## src/rtl/lc3_pkg.sv

```systemverilog
// Shared types and constants for the LC-3 memory access stage and its optional
// memory-mapped I/O block.
package lc3_pkg;

    localparam int LC3_DATA_W = 16;

    typedef enum logic [1:0] {
        IDLE   = 2'd0,
        ACCESS = 2'd1,
        DONE   = 2'd2
    } state_t;

    localparam logic [1:0] SELMDR_BUS = 2'b00;
    localparam logic [1:0] SELMDR_MEM = 2'b01;

    localparam logic [15:0] MMIO_BASE = 16'hFE00;
    localparam logic [15:0] ADDR_KBSR = 16'hFE00;
    localparam logic [15:0] ADDR_KBDR = 16'hFE02;
    localparam logic [15:0] ADDR_DSR  = 16'hFE04;
    localparam logic [15:0] ADDR_DDR  = 16'hFE06;

endpackage

```

## src/rtl/lc3_mem_interface_if.sv

```systemverilog
// External memory handshake: request/ack with address, write data and read data.
interface lc3_mem_interface_if #(
    parameter int DATA_W = 16
);
    logic              mem_req;
    logic              mem_we;
    logic [DATA_W-1:0] mem_addr;
    logic [DATA_W-1:0] mem_wdata;
    logic [DATA_W-1:0] mem_rdata;
    logic              mem_ack;

    modport master (
        output mem_req, mem_we, mem_addr, mem_wdata,
        input  mem_rdata, mem_ack
    );

    modport slave (
        input  mem_req, mem_we, mem_addr, mem_wdata,
        output mem_rdata, mem_ack
    );
endinterface

```

## src/rtl/lc3_mmio_regs.sv

```systemverilog
// Keyboard/display device registers (KBSR, KBDR, DSR, DDR); the module only
// exists when LC3_MMIO_EN is defined.
`ifdef LC3_MMIO_EN
module lc3_mmio_regs
    import lc3_pkg::*;
(
    input  logic        clk,
    input  logic        reset,
    input  logic        acc,
    input  logic        we,
    input  logic [15:0] addr,
    input  logic [15:0] wdata,
    output logic [15:0] rdata,
    input  logic        kb_valid,
    input  logic [7:0]  kb_data,
    input  logic        disp_ready,
    output logic        disp_valid,
    output logic [7:0]  disp_data
);
    logic       kb_rdy;
    logic [7:0] kbdr;

    always_comb begin
        rdata = '0;
        case (addr)
            ADDR_KBSR: rdata = {kb_rdy, 15'd0};
            ADDR_KBDR: rdata = {8'd0, kbdr};
            ADDR_DSR:  rdata = {disp_ready, 15'd0};
            default:   rdata = '0;
        endcase
    end

    // A new key arriving in the same cycle as a KBDR read keeps the ready flag set.
    always_ff @(posedge clk) begin
        if (!reset) begin
            kb_rdy     <= 1'b0;
            disp_valid <= 1'b0;
        end else begin
            disp_valid <= acc && we && (addr == ADDR_DDR);
            if (kb_valid)
                kb_rdy <= 1'b1;
            else if (acc && !we && (addr == ADDR_KBDR))
                kb_rdy <= 1'b0;
        end
    end

    always_ff @(posedge clk) begin
        if (kb_valid)
            kbdr <= kb_data;
        if (acc && we && (addr == ADDR_DDR))
            disp_data <= wdata[7:0];
    end
endmodule
`endif

```

## src/rtl/lc3_mem_interface.sv

```systemverilog
// LC-3 memory access stage: owns MAR/MDR and runs the external memory handshake.
// Define LC3_MMIO_EN to service FExx addresses internally via lc3_mmio_regs.
module lc3_mem_interface
    import lc3_pkg::*;
#(
    parameter int DATA_W  = LC3_DATA_W,
    parameter int TIMEOUT = 255
) (
    input  logic                       clk,
    input  logic                       reset,
    lc3_mem_interface_if.master        mem,
    input  logic [DATA_W-1:0]          bus_in,
    input  logic                       ldMAR,
    input  logic                       ldMDR,
    input  logic [1:0]                 selMDR,
    input  logic                       memEN,
    input  logic                       memWE,
    input  logic                       enaMDR,
    output logic [DATA_W-1:0]          mdr_out,
    output logic [DATA_W-1:0]          MAR,
    output logic [DATA_W-1:0]          MDR,
    output logic                       R,
    output logic                       busy,
    output logic                       mem_err
`ifdef LC3_MMIO_EN
    ,
    input  logic                       kb_valid,
    input  logic [7:0]                 kb_data,
    input  logic                       disp_ready,
    output logic                       disp_valid,
    output logic [7:0]                 disp_data
`endif
);
    localparam logic [15:0] TO_LAST = 16'(TIMEOUT - 1);

    state_t            state, state_nx;
    logic [15:0]       cnt;
    logic              we_q;
    logic              mmio_hit;
    logic              timeout_hit;
    logic [DATA_W-1:0] rd_buf;
    logic [DATA_W-1:0] mar_nx;
    logic [DATA_W-1:0] mdr_nx;

    // Values MAR/MDR take at the end of an IDLE cycle; a same-cycle memEN uses them.
    assign mar_nx      = ldMAR ? bus_in : MAR;
    assign mdr_nx      = !ldMDR ? MDR : ((selMDR == SELMDR_MEM) ? rd_buf : bus_in);
    assign timeout_hit = (cnt == TO_LAST);
    assign mdr_out     = enaMDR ? MDR : '0;

`ifdef LC3_MMIO_EN
    logic [15:0] mmio_rdata;
    logic        mmio_acc;

    assign mmio_hit = (mar_nx >= DATA_W'(MMIO_BASE));
    assign mmio_acc = (state == IDLE) && memEN && mmio_hit;

    lc3_mmio_regs u_mmio (
        .clk        (clk),
        .reset      (reset),
        .acc        (mmio_acc),
        .we         (memWE),
        .addr       (mar_nx[15:0]),
        .wdata      (mdr_nx[15:0]),
        .rdata      (mmio_rdata),
        .kb_valid   (kb_valid),
        .kb_data    (kb_data),
        .disp_ready (disp_ready),
        .disp_valid (disp_valid),
        .disp_data  (disp_data)
    );
`else
    assign mmio_hit = 1'b0;
`endif

    always_ff @(posedge clk) begin
        if (!reset)
            state <= IDLE;
        else
            state <= state_nx;
    end

    always_comb begin
        state_nx      = state;
        R             = 1'b0;
        busy          = 1'b0;
        mem.mem_req   = 1'b0;
        mem.mem_we    = 1'b0;
        mem.mem_addr  = MAR;
        mem.mem_wdata = MDR;
        case (state)
            IDLE: begin
                if (memEN)
                    state_nx = mmio_hit ? DONE : ACCESS;
            end
            ACCESS: begin
                busy        = 1'b1;
                mem.mem_req = 1'b1;
                mem.mem_we  = we_q;
                if (mem.mem_ack || timeout_hit)
                    state_nx = DONE;
            end
            DONE: begin
                R        = 1'b1;
                state_nx = IDLE;
            end
            default: state_nx = IDLE;
        endcase
    end

    always_ff @(posedge clk) begin
        if (!reset) begin
            we_q    <= 1'b0;
            cnt     <= '0;
            mem_err <= 1'b0;
        end else if (state == IDLE && memEN) begin
            we_q    <= memWE;
            cnt     <= '0;
            mem_err <= 1'b0;
        end else if (state == ACCESS) begin
            cnt <= cnt + 16'd1;
            if (!mem.mem_ack && timeout_hit)
                mem_err <= 1'b1;
        end
    end

    // MAR/MDR are frozen for the whole access; only the read buffer may load in DONE.
    always_ff @(posedge clk) begin
        if (!reset) begin
            MAR <= '0;
            MDR <= '0;
        end else if (state == IDLE) begin
            MAR <= mar_nx;
            MDR <= mdr_nx;
        end else if (state == DONE && ldMDR && selMDR == SELMDR_MEM) begin
            MDR <= rd_buf;
        end
    end

    always_ff @(posedge clk) begin
        if (state == ACCESS && mem.mem_ack && !we_q)
            rd_buf <= mem.mem_rdata;
`ifdef LC3_MMIO_EN
        else if (mmio_acc && !memWE)
            rd_buf <= DATA_W'(mmio_rdata);
`endif
    end
endmodule

```

## src/flat_wrapper.sv

```systemverilog
// flat-port wrapper written by rule: the top's interface ports become plain ports
module lc3_mem_interface_flat import lc3_pkg::*;
#(
    parameter int DATA_W  = LC3_DATA_W,
    parameter int TIMEOUT = 255
)
  (clk, reset, bus_in, ldMAR, ldMDR, selMDR, memEN, memWE, enaMDR, mdr_out, MAR, MDR, R, busy, mem_err, mem_mem_req, mem_mem_we, mem_mem_addr, mem_mem_wdata, mem_mem_rdata, mem_mem_ack);
  lc3_mem_interface_if #(.DATA_W(DATA_W)) mem_i ();
  input  logic clk;
  input  logic reset;
  input  logic [DATA_W-1:0] bus_in;
  input  logic ldMAR;
  input  logic ldMDR;
  input  logic [1:0] selMDR;
  input  logic memEN;
  input  logic memWE;
  input  logic enaMDR;
  output logic [DATA_W-1:0] mdr_out;
  output logic [DATA_W-1:0] MAR;
  output logic [DATA_W-1:0] MDR;
  output logic R;
  output logic busy;
  output logic mem_err;
  output wire logic [$bits(mem_i.mem_req)-1:0] mem_mem_req;
  output wire logic [$bits(mem_i.mem_we)-1:0] mem_mem_we;
  output wire logic [$bits(mem_i.mem_addr)-1:0] mem_mem_addr;
  output wire logic [$bits(mem_i.mem_wdata)-1:0] mem_mem_wdata;
  input wire logic [$bits(mem_i.mem_rdata)-1:0] mem_mem_rdata;
  input wire logic [$bits(mem_i.mem_ack)-1:0] mem_mem_ack;
  assign mem_mem_req = mem_i.mem_req;
  assign mem_mem_we = mem_i.mem_we;
  assign mem_mem_addr = mem_i.mem_addr;
  assign mem_mem_wdata = mem_i.mem_wdata;
  assign mem_i.mem_rdata = mem_mem_rdata;
  assign mem_i.mem_ack = mem_mem_ack;
  lc3_mem_interface #(.DATA_W(DATA_W), .TIMEOUT(TIMEOUT)) u_core (.clk(clk), .reset(reset), .mem(mem_i), .bus_in(bus_in), .ldMAR(ldMAR), .ldMDR(ldMDR), .selMDR(selMDR), .memEN(memEN), .memWE(memWE), .enaMDR(enaMDR), .mdr_out(mdr_out), .MAR(MAR), .MDR(MDR), .R(R), .busy(busy), .mem_err(mem_err));
endmodule
```

## config.mk

```make
export PLATFORM = sky130hd
export DESIGN_NAME = lc3_mem_interface_flat
export DESIGN_NICKNAME = d
export VERILOG_FILES = /design/src/rtl/lc3_pkg.sv /design/src/rtl/lc3_mem_interface_if.sv /design/src/rtl/lc3_mmio_regs.sv /design/src/rtl/lc3_mem_interface.sv /design/src/flat_wrapper.sv
export SDC_FILE = /design/constraint.sdc
export NUM_CORES = 1
export LEC_CHECK = 0
export CORE_MARGIN = 2
export CORE_UTILIZATION = 40
export CTS_CLUSTER_SIZE = 30
export DETAILED_ROUTE_END_ITERATION = 10
export PLACE_DENSITY = 0.85
export SLEW_MARGIN = 20
export SYNTH_ARGS = -nofsm -noshare
export SYNTH_HDL_FRONTEND = slang
export SYNTH_HIERARCHICAL = 1
export SYNTH_SLANG_ARGS = --single-unit
```

## constraint.sdc

```tcl
create_clock -name clk -period 3.6 [get_ports clk]
set_clock_uncertainty 0.05 [all_clocks]
set_input_delay 0.36 -clock clk [delete_from_list [all_inputs] [get_ports clk]]
set_output_delay 0.36 -clock clk [all_outputs]
set_load 0.1 [all_outputs]
```

==> impl_metrics.ini, run 1 <==
[finish]
fin_cells = 535
design_area_um2 = 4320
fill_cells = 678
seq_area_um2 = 1520
multi_input_area_um2 = 1210
fin_nets = 472
areaGrowthSynthToFinish_pct = 39.9
drive_above_1_share_pct = 9.47
diodes = 0

[power]
p_per_area_nw_per_um2 = 549
leakage_nw = 1.60
irDropWorstVdd_mv = 0.233
p_total_w = 0.00237

[clocking]
cts_resized = 0
cts-root-buf = clkbuf_8
tritoncts = done
cts_setup_buffers = 0
clk_pin_slew_ps = 70
cts.hold.buffers_added = 0
cts.sink_count = 68
clock_latency_ps = 340
numCtsBuffers = 9
htree_levels = 3
cts.path.max_buffers = 2

[status]
status = completed

[sta]
setup_violations = 0
whs_ps = 423
finalSetupTns_ps = 0
maxSlewViolCount = 0
rsz0062_at_grt = no
period_needed_ps = 2560
tightest_slew_ps = 1020
post-route-period-util_pct = 71.1
max_freq_mhz = 390
hold_viol = 0
max-slew-margin-rel_pct = 31.7

[logic_synthesis]
syn_area_um2 = 3090
synthArstFlopShare_pct = 0
ys_types = 42
synth-seq-cells = 68
synthCells = 341
yosysWarnings = 6
synth-main-ff-cell = dfxtp_1
avgSynthCellArea_um2 = 9.06
synth_edf_count = 16
syn-num-nets = 385
synth_seq_area_share_pct = 49.3

[grt]
grtUsageTotal_pct = 19.2
grt_max_degree = 35
grt_pass1_vias = 2517
gr-total-overflow = 0
grt_pass1_wl_mm = 12.8
antenna_found_initial = 0

[critical_path]
worstSetupStartpointType = flip-flop
r2r_slack_ps = 1510
crit_required_ps = 3190
worst_ep_arrival_time_ps = 2150
worstSetupPathType = flip-flop to primary output
critPathMaxFanout = 8
endpoint_kind = primary output

[floorplanning]
die-height_um = 91.9
core_area_um2 = 7610
ios = 127
rows = 32
fp.dieW_um = 91.9
initial_utilization_pct = 40.6
die-area_um2 = 8440

[routing]
drtPass1Iterations = 4
via_count = 2622
routed_wl_mm = 8.01
antenna_left = 0
wl_per_cell_um = 15.0
drcViolationCount = 0
viasPerCell = 4.90
first_iter_violations = 149

[place]
io_buffers = 126
dp_cells = 519
hpwl_mm = 6.09
gp_congestion = 0.867
place_area_um2 = 4110

[hold_path]
hold_class = flip-flop to flip-flop

[run]
cap_viol_max_count = 0
Yosys cell counts (6+ instances only):
cell      instances  area share (%)
a21oi_1          20             3.2
a311oi_1         16             4.5
and2_1           19             3.8
buf_2             6            0.97
buf_4            35             8.5
clkbuf_1         10             1.2
dfxtp_1          52              34
edfxtp_1         16              16
nand2_1          58             7.1
nand3_1          21             3.4
nor2_1           32             3.9
xor2_1            6             1.7
metrics by stage:
step           utilization [%]  worst slack [ps]
2_1_floorplan                -               143
3_3_place_gp              54.0              1340
3_5_place_dp              54.0              1270
4_1_cts                   56.8              1030
5_1_grt                   56.8               957
6_report                  56.8              1040
cell usage in the layout, fill, tap and decap left out, drive strengths merged, types with 2 or more instances in the layout:
master	Yosys	final
clkdlybuf4s50	0	107
edfxtp	16	16
nor2b	2	2
inv	3	3
xnor2	4	4
nand4	4	4
dfxtp	52	52
buf	43	22
bufinv	0	2
nor3b	2	2
nand3	21	21
and4	2	2
o21ai	4	4
or3	4	4
xor2	6	6
a21oi	21	21
nor2	33	33
nor3	2	2
clkbuf	10	11
clkinv	1	3
nand2b	3	3
a311oi	16	16
ha	2	2
and2	19	19
nor4b	2	2
nand2	58	58
metal layers:
layer / vias to the layer above / global-route usage [%] / part of all wire [%]
li1: 1311 / - / -
met1: 1206 / 25.4 / 44
met2: 92 / 30.7 / 47
met3: 13 / 3.86 / 6.1
met4: 0 / 8.21 / 2.1
met5: - / 0 / 0
critical path, cell delays in order (launching register included):
cell and delay, ps:
dfxtp_1 510, nor2b_1 170, clkdlybuf4s50_1 1130
final cells by class:
class                   instances  share of cell area [%]
clock buffers                  11                    3.04
clock inverters                 5                    1.77
inverters                       4                   0.348
multi-input cells             216                    28.0
flip-flops and latches         68                    35.2
well taps                     102                    2.95
repair buffers                129                    28.6
state kept, by name (all words and copies together) (netlist names):
name,count
u_core/MAR,16
u_core/MDR,16
u_core/cnt,16
u_core/mem_err,1
u_core/rd_buf,16
u_core/state,2
u_core/we_q,1
cell families after synthesis:
group,count (synthesis),share of synthesized area (%)
buffers and inverters,57,11.7
XOR/XNOR,10,2.84
AND/OR/NAND/NOR,158,25.4
flip-flops,68,49.3
adder cells (fa/ha/maj),2,0.810
AO/OA/AOI/OAI,45,9.68
multiplexers,1,0.324
power by group:
| group | leakage [nW] | internal [W] | switching [W] | total, W |
|---|---|---|---|---|
| Sequential | 0.572 | 0.000823 | 0.0000396 | 0.000862 |
| Combinational | 0.926 | 0.000194 | 0.000656 | 0.000849 |
| Clock | 0.101 | 0.000387 | 0.000275 | 0.000662 |
| Total | 1.60 | 0.00140 | 0.000970 | 0.00237 |
worst paths after layout:
check,startpoint,cells after the start,end
worst max-delay path,u_core/state[1],2,R
worst min-delay path,u_core/MAR[12],2,u_core/MAR[12]
worst max register to register,u_core/state[0],3,u_core/rd_buf[4]
worst min register to register,u_core/MAR[12],2,u_core/MAR[12]
No activity file was read; power rests on OpenSTA's default activity.
==> inputs of run 2 (changes only) <==
==> constraint.sdc (replaced) <==
create_clock -name clk -period 2.5 [get_ports clk]
set_clock_uncertainty 0.05 [all_clocks]
set_input_delay 0.25 -clock clk [delete_from_list [all_inputs] [get_ports clk]]
set_output_delay 0.25 -clock clk [all_outputs]
set_load 0.1 [all_outputs]
==> run 2 against run 1 <==
Against the previous run: first-iteration DRC count rose by 23%; highest routed layer unchanged; non-clock buffer count grew 4; register-to-register slack worse by 840 ps; via count up 1.6%; final cell count increased by 0.75%; clock-buffer cell count shrank 2; sequential cell count stayed put; critical endpoint is now mem_mem_we; sequential share of layout area fell by 1.1 points; wire length decreased by 2.1%; worst setup slack got worse by 680 ps.
==> impl_metrics.ini, run 2 (synthesis results as in run 1) <==
[routing]
wl_per_cell_um = 14.5
first_iter_violations = 183
drtPass1Iterations = 4
antenna_left = 0
drcViolationCount = 0
via_count = 2663
routed_wl_mm = 7.84
viasPerCell = 4.94

[place]
hpwl_mm = 6.08
gp_congestion = 0.819
pre_cts_ws_ps = 480
io_buffers = 126
place_area_um2 = 4220

[critical_path]
worstReg2RegStart = u_core/state[0]
crit_chain = nor2b_1, buf_4, and2_1, buf_12
worstSetupStartpointType = flip-flop
cpPeakStageDelay_ps = 490
r2r_slack_ps = 670
reg2reg_to = u_core/rd_buf[12]
endpoint_kind = primary output
worstSetupPathType = flip-flop to primary output
cp_top_family = simple AND/OR/NAND/NOR gates
rr_worst_depth = 3
critPathMaxFanout = 8
crit_required_ps = 2200
worst_ep_arrival_time_ps = 1840
crit_slowest_cell = dfxtp_1
path_buf_inv = 2

[finish]
final_common_cell = buf_4
areaGrowthSynthToFinish_pct = 44.4
fin_nets = 476
design_area_um2 = 4460
mostFrequentLayoutCells = buf_4 (73), nand2_1 (58), dfxtp_1 (52)
fill_cells = 634
drive_above_1_share_pct = 25.9
diodes = 0

[hold_path]
hold_class = input pin to flip-flop
hold_end = u_core/rd_buf[14]
hold_depth = 1
min_from = mem_mem_rdata[14]

[sta]
setup_violations = 0
finalSetupTns_ps = 0
max-slew-margin-rel_pct = 62.6
max_freq_mhz = 467
rsz0062_at_grt = no
maxSlewViolCount = 0
tightest_slew_ps = 559
period_needed_ps = 2140
fin_ws_ps = 356
whs_ps = 416
post-route-period-util_pct = 85.7
hold_viol = 0

[clocking]
cts_resized = 0
clock_latency_ps = 330
cts.sink_count = 68
cts_setup_buffers = 0
cts.hold.buffers_added = 0
clk_pin_slew_ps = 70
numCtsBuffers = 9
tritoncts = done
cts.path.max_buffers = 2
htree_levels = 3
cts-root-buf = clkbuf_8

[run]
cap_viol_max_count = 0

[floorplanning]
core_area_um2 = 7610
ios = 127
die-area_um2 = 8440
die-height_um = 91.9
initial_utilization_pct = 40.6
fp.dieW_um = 91.9
rows = 32

[grt]
grt_pass1_wl_mm = 11.8
gr-total-overflow = 0
grt_pass1_vias = 2318
grt_max_degree = 33
antenna_found_initial = 0
grtUsageTotal_pct = 18.2

[power]
irDropWorstVdd_mv = 0.351
leakage_nw = 1.81
p_per_area_nw_per_um2 = 800
p_total_w = 0.00357

[status]
status = completed
-- run 2: cell count changes in the layout (fill, tap and decap cells not counted), sizes merged --
cell	before	now
clkdlybuf4s50	107	41
clkinv	3	4
buf	22	92
bufinv	2	3
clkbuf	11	9
-- run 2: worst reg2reg max path: cells and delay by family, from the launching register on --
family        cells  cell delay (ps)
simple gates      2              720
buf+inv           1              260
flops             1              490
-- run 2: how the worst max path moves through the flow --
| stage | endpoint | from | slack (ps) | depth (start not counted) |
|---|---|---|---|---|
| floorplan | mem_mem_we | u_core/state[0] | 100 | 4 |
| global placement | u_core/cnt[10] | memEN | 590 | 5 |
| detailed placement | u_core/cnt[1] | memEN | 480 | 5 |
| CTS | mem_mem_we | u_core/state[0] | 320 | 4 |
| global route | mem_mem_we | u_core/state[0] | 210 | 4 |
| finish | mem_mem_we | u_core/state[0] | 360 | 4 |
-- run 2: where the power goes --
| part | leakage, nW | total, W | internal, W | switching (W) |
|---|---|---|---|---|
| Clock | 0.117 | 0.00107 | 0.000659 | 0.000409 |
| Combinational | 1.12 | 0.00126 | 0.000304 | 0.000957 |
| Sequential | 0.572 | 0.00124 | 0.00118 | 0.0000559 |
-- run 2: cell type report --
type	instances	area (µm²)	area share (%)
sequential	68	1520	34.1
inverter	4	15.0	0.337
clock buffer	9	124	2.78
tap	102	128	2.86
timing repair buffer	133	1340	30.0
clock inverter	7	115	2.58
multi-input combinational	216	1220	27.3
-- run 2: layer usage --
metal | global-route usage, % | wire [µm] | vias up | part of all wire, %
met3 | 4.11 | 510 | 12 | 6.5
met5 | 0 | 0 | - | 0
met2 | 29.5 | 3870 | 97 | 49
met4 | 7.09 | 177 | 0 | 2.3
met1 | 23.7 | 3290 | 1237 | 42
li1 | - | - | 1317 | -
-- run 2: through the flow --
stage                     cells  util (%)
after global routing        539      58.6
after floorplan             341         -
after detailed placement    523      55.5
after CTS                   539      58.6
after global placement      523      55.5
final                       539      58.6
==> inputs of run 3 (changes only) <==
--- a/config.mk
+++ b/config.mk
@@ -5,13 +5,11 @@
 export SDC_FILE = /design/constraint.sdc
 export NUM_CORES = 1
 export LEC_CHECK = 0
-export CORE_MARGIN = 2
 export CORE_UTILIZATION = 40
 export CTS_CLUSTER_SIZE = 30
 export DETAILED_ROUTE_END_ITERATION = 10
-export PLACE_DENSITY = 0.85
+export PLACE_DENSITY = 0.86
 export SLEW_MARGIN = 20
 export SYNTH_ARGS = -nofsm -noshare
 export SYNTH_HDL_FRONTEND = slang
-export SYNTH_HIERARCHICAL = 1
 export SYNTH_SLANG_ARGS = --single-unit
==> run 3 against run 2 <==
Against the previous run: worst setup slack better by 340 ps; largest cell class unchanged; design area decreased by 2.1%; sequential power about the same; critical endpoint is now mdr_out[1]; register-to-register slack better by 70 ps; combinational power hardly changed; clock-buffer cell count stayed put; via count is 1.7% lower; final cell count fell by 1.5%; area after synthesis is 1.1% lower; utilization increased by 0.91 points; first-iteration DRC count is 46% lower.
==> impl_metrics.ini, run 3 <==
[power]
leakage_nw = 1.78
irDropWorstVdd_mv = 0.341
p_per_area_nw_per_um2 = 771

[sta]
rsz0062_at_grt = no
finalSetupTns_ps = 0
setup_violations = 0
tightest_slew_ps = 657
post-route-period-util_pct = 71.9
max_freq_mhz = 556
period_needed_ps = 1800
hold_viol = 0
maxSlewViolCount = 0
max-slew-margin-rel_pct = 56.2

[logic_synthesis]
synthCells = 337
syn_area_um2 = 3050
yosys.area_share.simple_pct = 24.7
synth_area_leaders = dfxtp_1 (34%), edfxtp_1 (16%), buf_4 (8.4%)
synthTopCellsByCount = nand2_1 (54), dfxtp_1 (52), buf_4 (34)
synth_top_cell_by_area = dfxtp_1
yosysWarnings = 0
synth.mux.area_fraction_pct = 0.328
synth_xor_area_share_pct = 2.87
synthArstFlopShare_pct = 0
synthAdderAreaFrac_pct = 0.820
syn-num-nets = 381
synth_most_common_cell = nand2_1
synth_top_area_share_pct = 34.1
avgSynthCellArea_um2 = 9.06
synth-seq-cells = 68
synth_compound_area_share_pct = 9.88
synth_top_family_by_area = simple AND/OR/NAND/NOR gates
synth_seq_area_share_pct = 49.8
synth_edf_count = 16
ys_types = 36
synth-main-ff-cell = dfxtp_1

[routing]
routed_wl_mm = 7.85
antenna_left = 0
viasPerCell = 4.93
via_count = 2618
drcViolationCount = 0
first_iter_violations = 98
drtPass1Iterations = 4
wl_per_cell_um = 14.8

[finish]
areaGrowthSynthToFinish_pct = 43.0
drive_above_1_share_pct = 25.9
final_common_cell = buf_4
diodes = 0
fill_cells = 626
mostFrequentLayoutCells = buf_4 (72), nand2_1 (54), dfxtp_1 (52)
fin_cells = 531
fin_nets = 471

[hold_path]
hold_depth = 2
min_from = u_core.MAR[15]
hold_class = flip-flop to flip-flop
hold_end = u_core.MAR[15]

[place]
gp_congestion = 0.834
io_buffers = 126
dp_cells = 515
hpwl_mm = 6.00

[clocking]
cts_resized = 0
clk_pin_slew_ps = 70
clock_latency_ps = 320
numCtsBuffers = 9
cts_setup_buffers = 0
cts.hold.buffers_added = 0
htree_levels = 3
tritoncts = done
cts.sink_count = 68
cts-root-buf = clkbuf_8
cts.path.max_buffers = 2

[critical_path]
worstSetupPathType = input pin to primary output
reg2reg_to = u_core.MDR[11]
crit_required_ps = 2200
endpoint_kind = primary output
rr_worst_depth = 5
worstReg2RegStart = u_core.state[1]
r2r_slack_ps = 740
worstSetupStartpointType = input pin
worst_ep_arrival_time_ps = 1500
critPathMaxFanout = 16

[floorplanning]
fp.dieW_um = 89.4
die-height_um = 89.4
die-area_um2 = 7990
initial_utilization_pct = 41.6
core_area_um2 = 7330
rows = 31
ios = 127

[grt]
gr-total-overflow = 0
antenna_found_initial = 0
grt_max_degree = 34
grt_pass1_wl_mm = 11.6
grt_pass1_vias = 2377
grtUsageTotal_pct = 19.4

[status]
status = completed

[run]
cap_viol_max_count = 0
## run 3: cell type report
cell class / count / area [µm²] / area share [%]
sequential: 68 / 1520 / 34.9
timing repair buffer: 132 / 1330 / 30.5
multi-input combinational: 212 / 1180 / 27.1
clock buffer: 9 / 124 / 2.84
tap: 99 / 124 / 2.84
clock inverter: 7 / 66.3 / 1.52
inverter: 4 / 15.0 / 0.344
## run 3: metal layers
| metal | global-route usage, % | wire [µm] | vias to the layer above |
|---|---|---|---|
| met2 | 32.1 | 3940 | 73 |
| met3 | 3.14 | 319 | 8 |
| li1 | - | - | 1294 |
| met5 | 0 | 0 | - |
| met1 | 25.8 | 3510 | 1243 |
| met4 | 6.78 | 78 | 0 |
## run 3: worst max-delay path, stage by stage
cell and delay, ps:
clkdlybuf4s50_1 790, and2_1 260, buf_12 190
## run 3: power breakdown
| part | switching [W] | internal [W] |
|---|---|---|
| registers | 0.0000541 | 0.00118 |
| logic | 0.000958 | 0.000300 |
| clock network | 0.000412 | 0.000457 |
## run 3: kinds of logic (layout without fill, tap and decap cells)
kind of cell	Yosys count	count (layout)
xor+xnor	10	10
mux	1	1
flops	68	68
compound gates	46	46
fa+ha+maj	2	2
simple gates	153	153
buf+inv	57	152
## run 3: worst max path at each step
stage / depth (start not counted) / slack (ps) / startpoint / to
after floorplan: 3 / 50 / u_core.state[0] / u_core.rd_buf[0]
after global placement: 3 / 710 / enaMDR / mdr_out[4]
after detailed placement: 5 / 620 / selMDR[1] / u_core.MDR[11]
after CTS: 3 / 660 / enaMDR / mdr_out[1]
after global routing: 5 / 550 / u_core.state[1] / u_core.MDR[11]
final: 3 / 700 / enaMDR / mdr_out[1]
## run 3: per-stage QoR
step	hold slack [ps]	utilization (%)	cell area (µm²)	total power, W	worst slack (ps)
4_1_cts	413	59.5	4360	0.00339	660
6_report	424	59.5	4360	0.00337	701
2_1_floorplan	299	-	3070	0.00224	47.9
3_3_place_gp	406	56.9	4170	0.00251	709
3_5_place_dp	418	56.9	4170	0.00252	617
5_1_grt	410	59.5	4360	0.00349	551
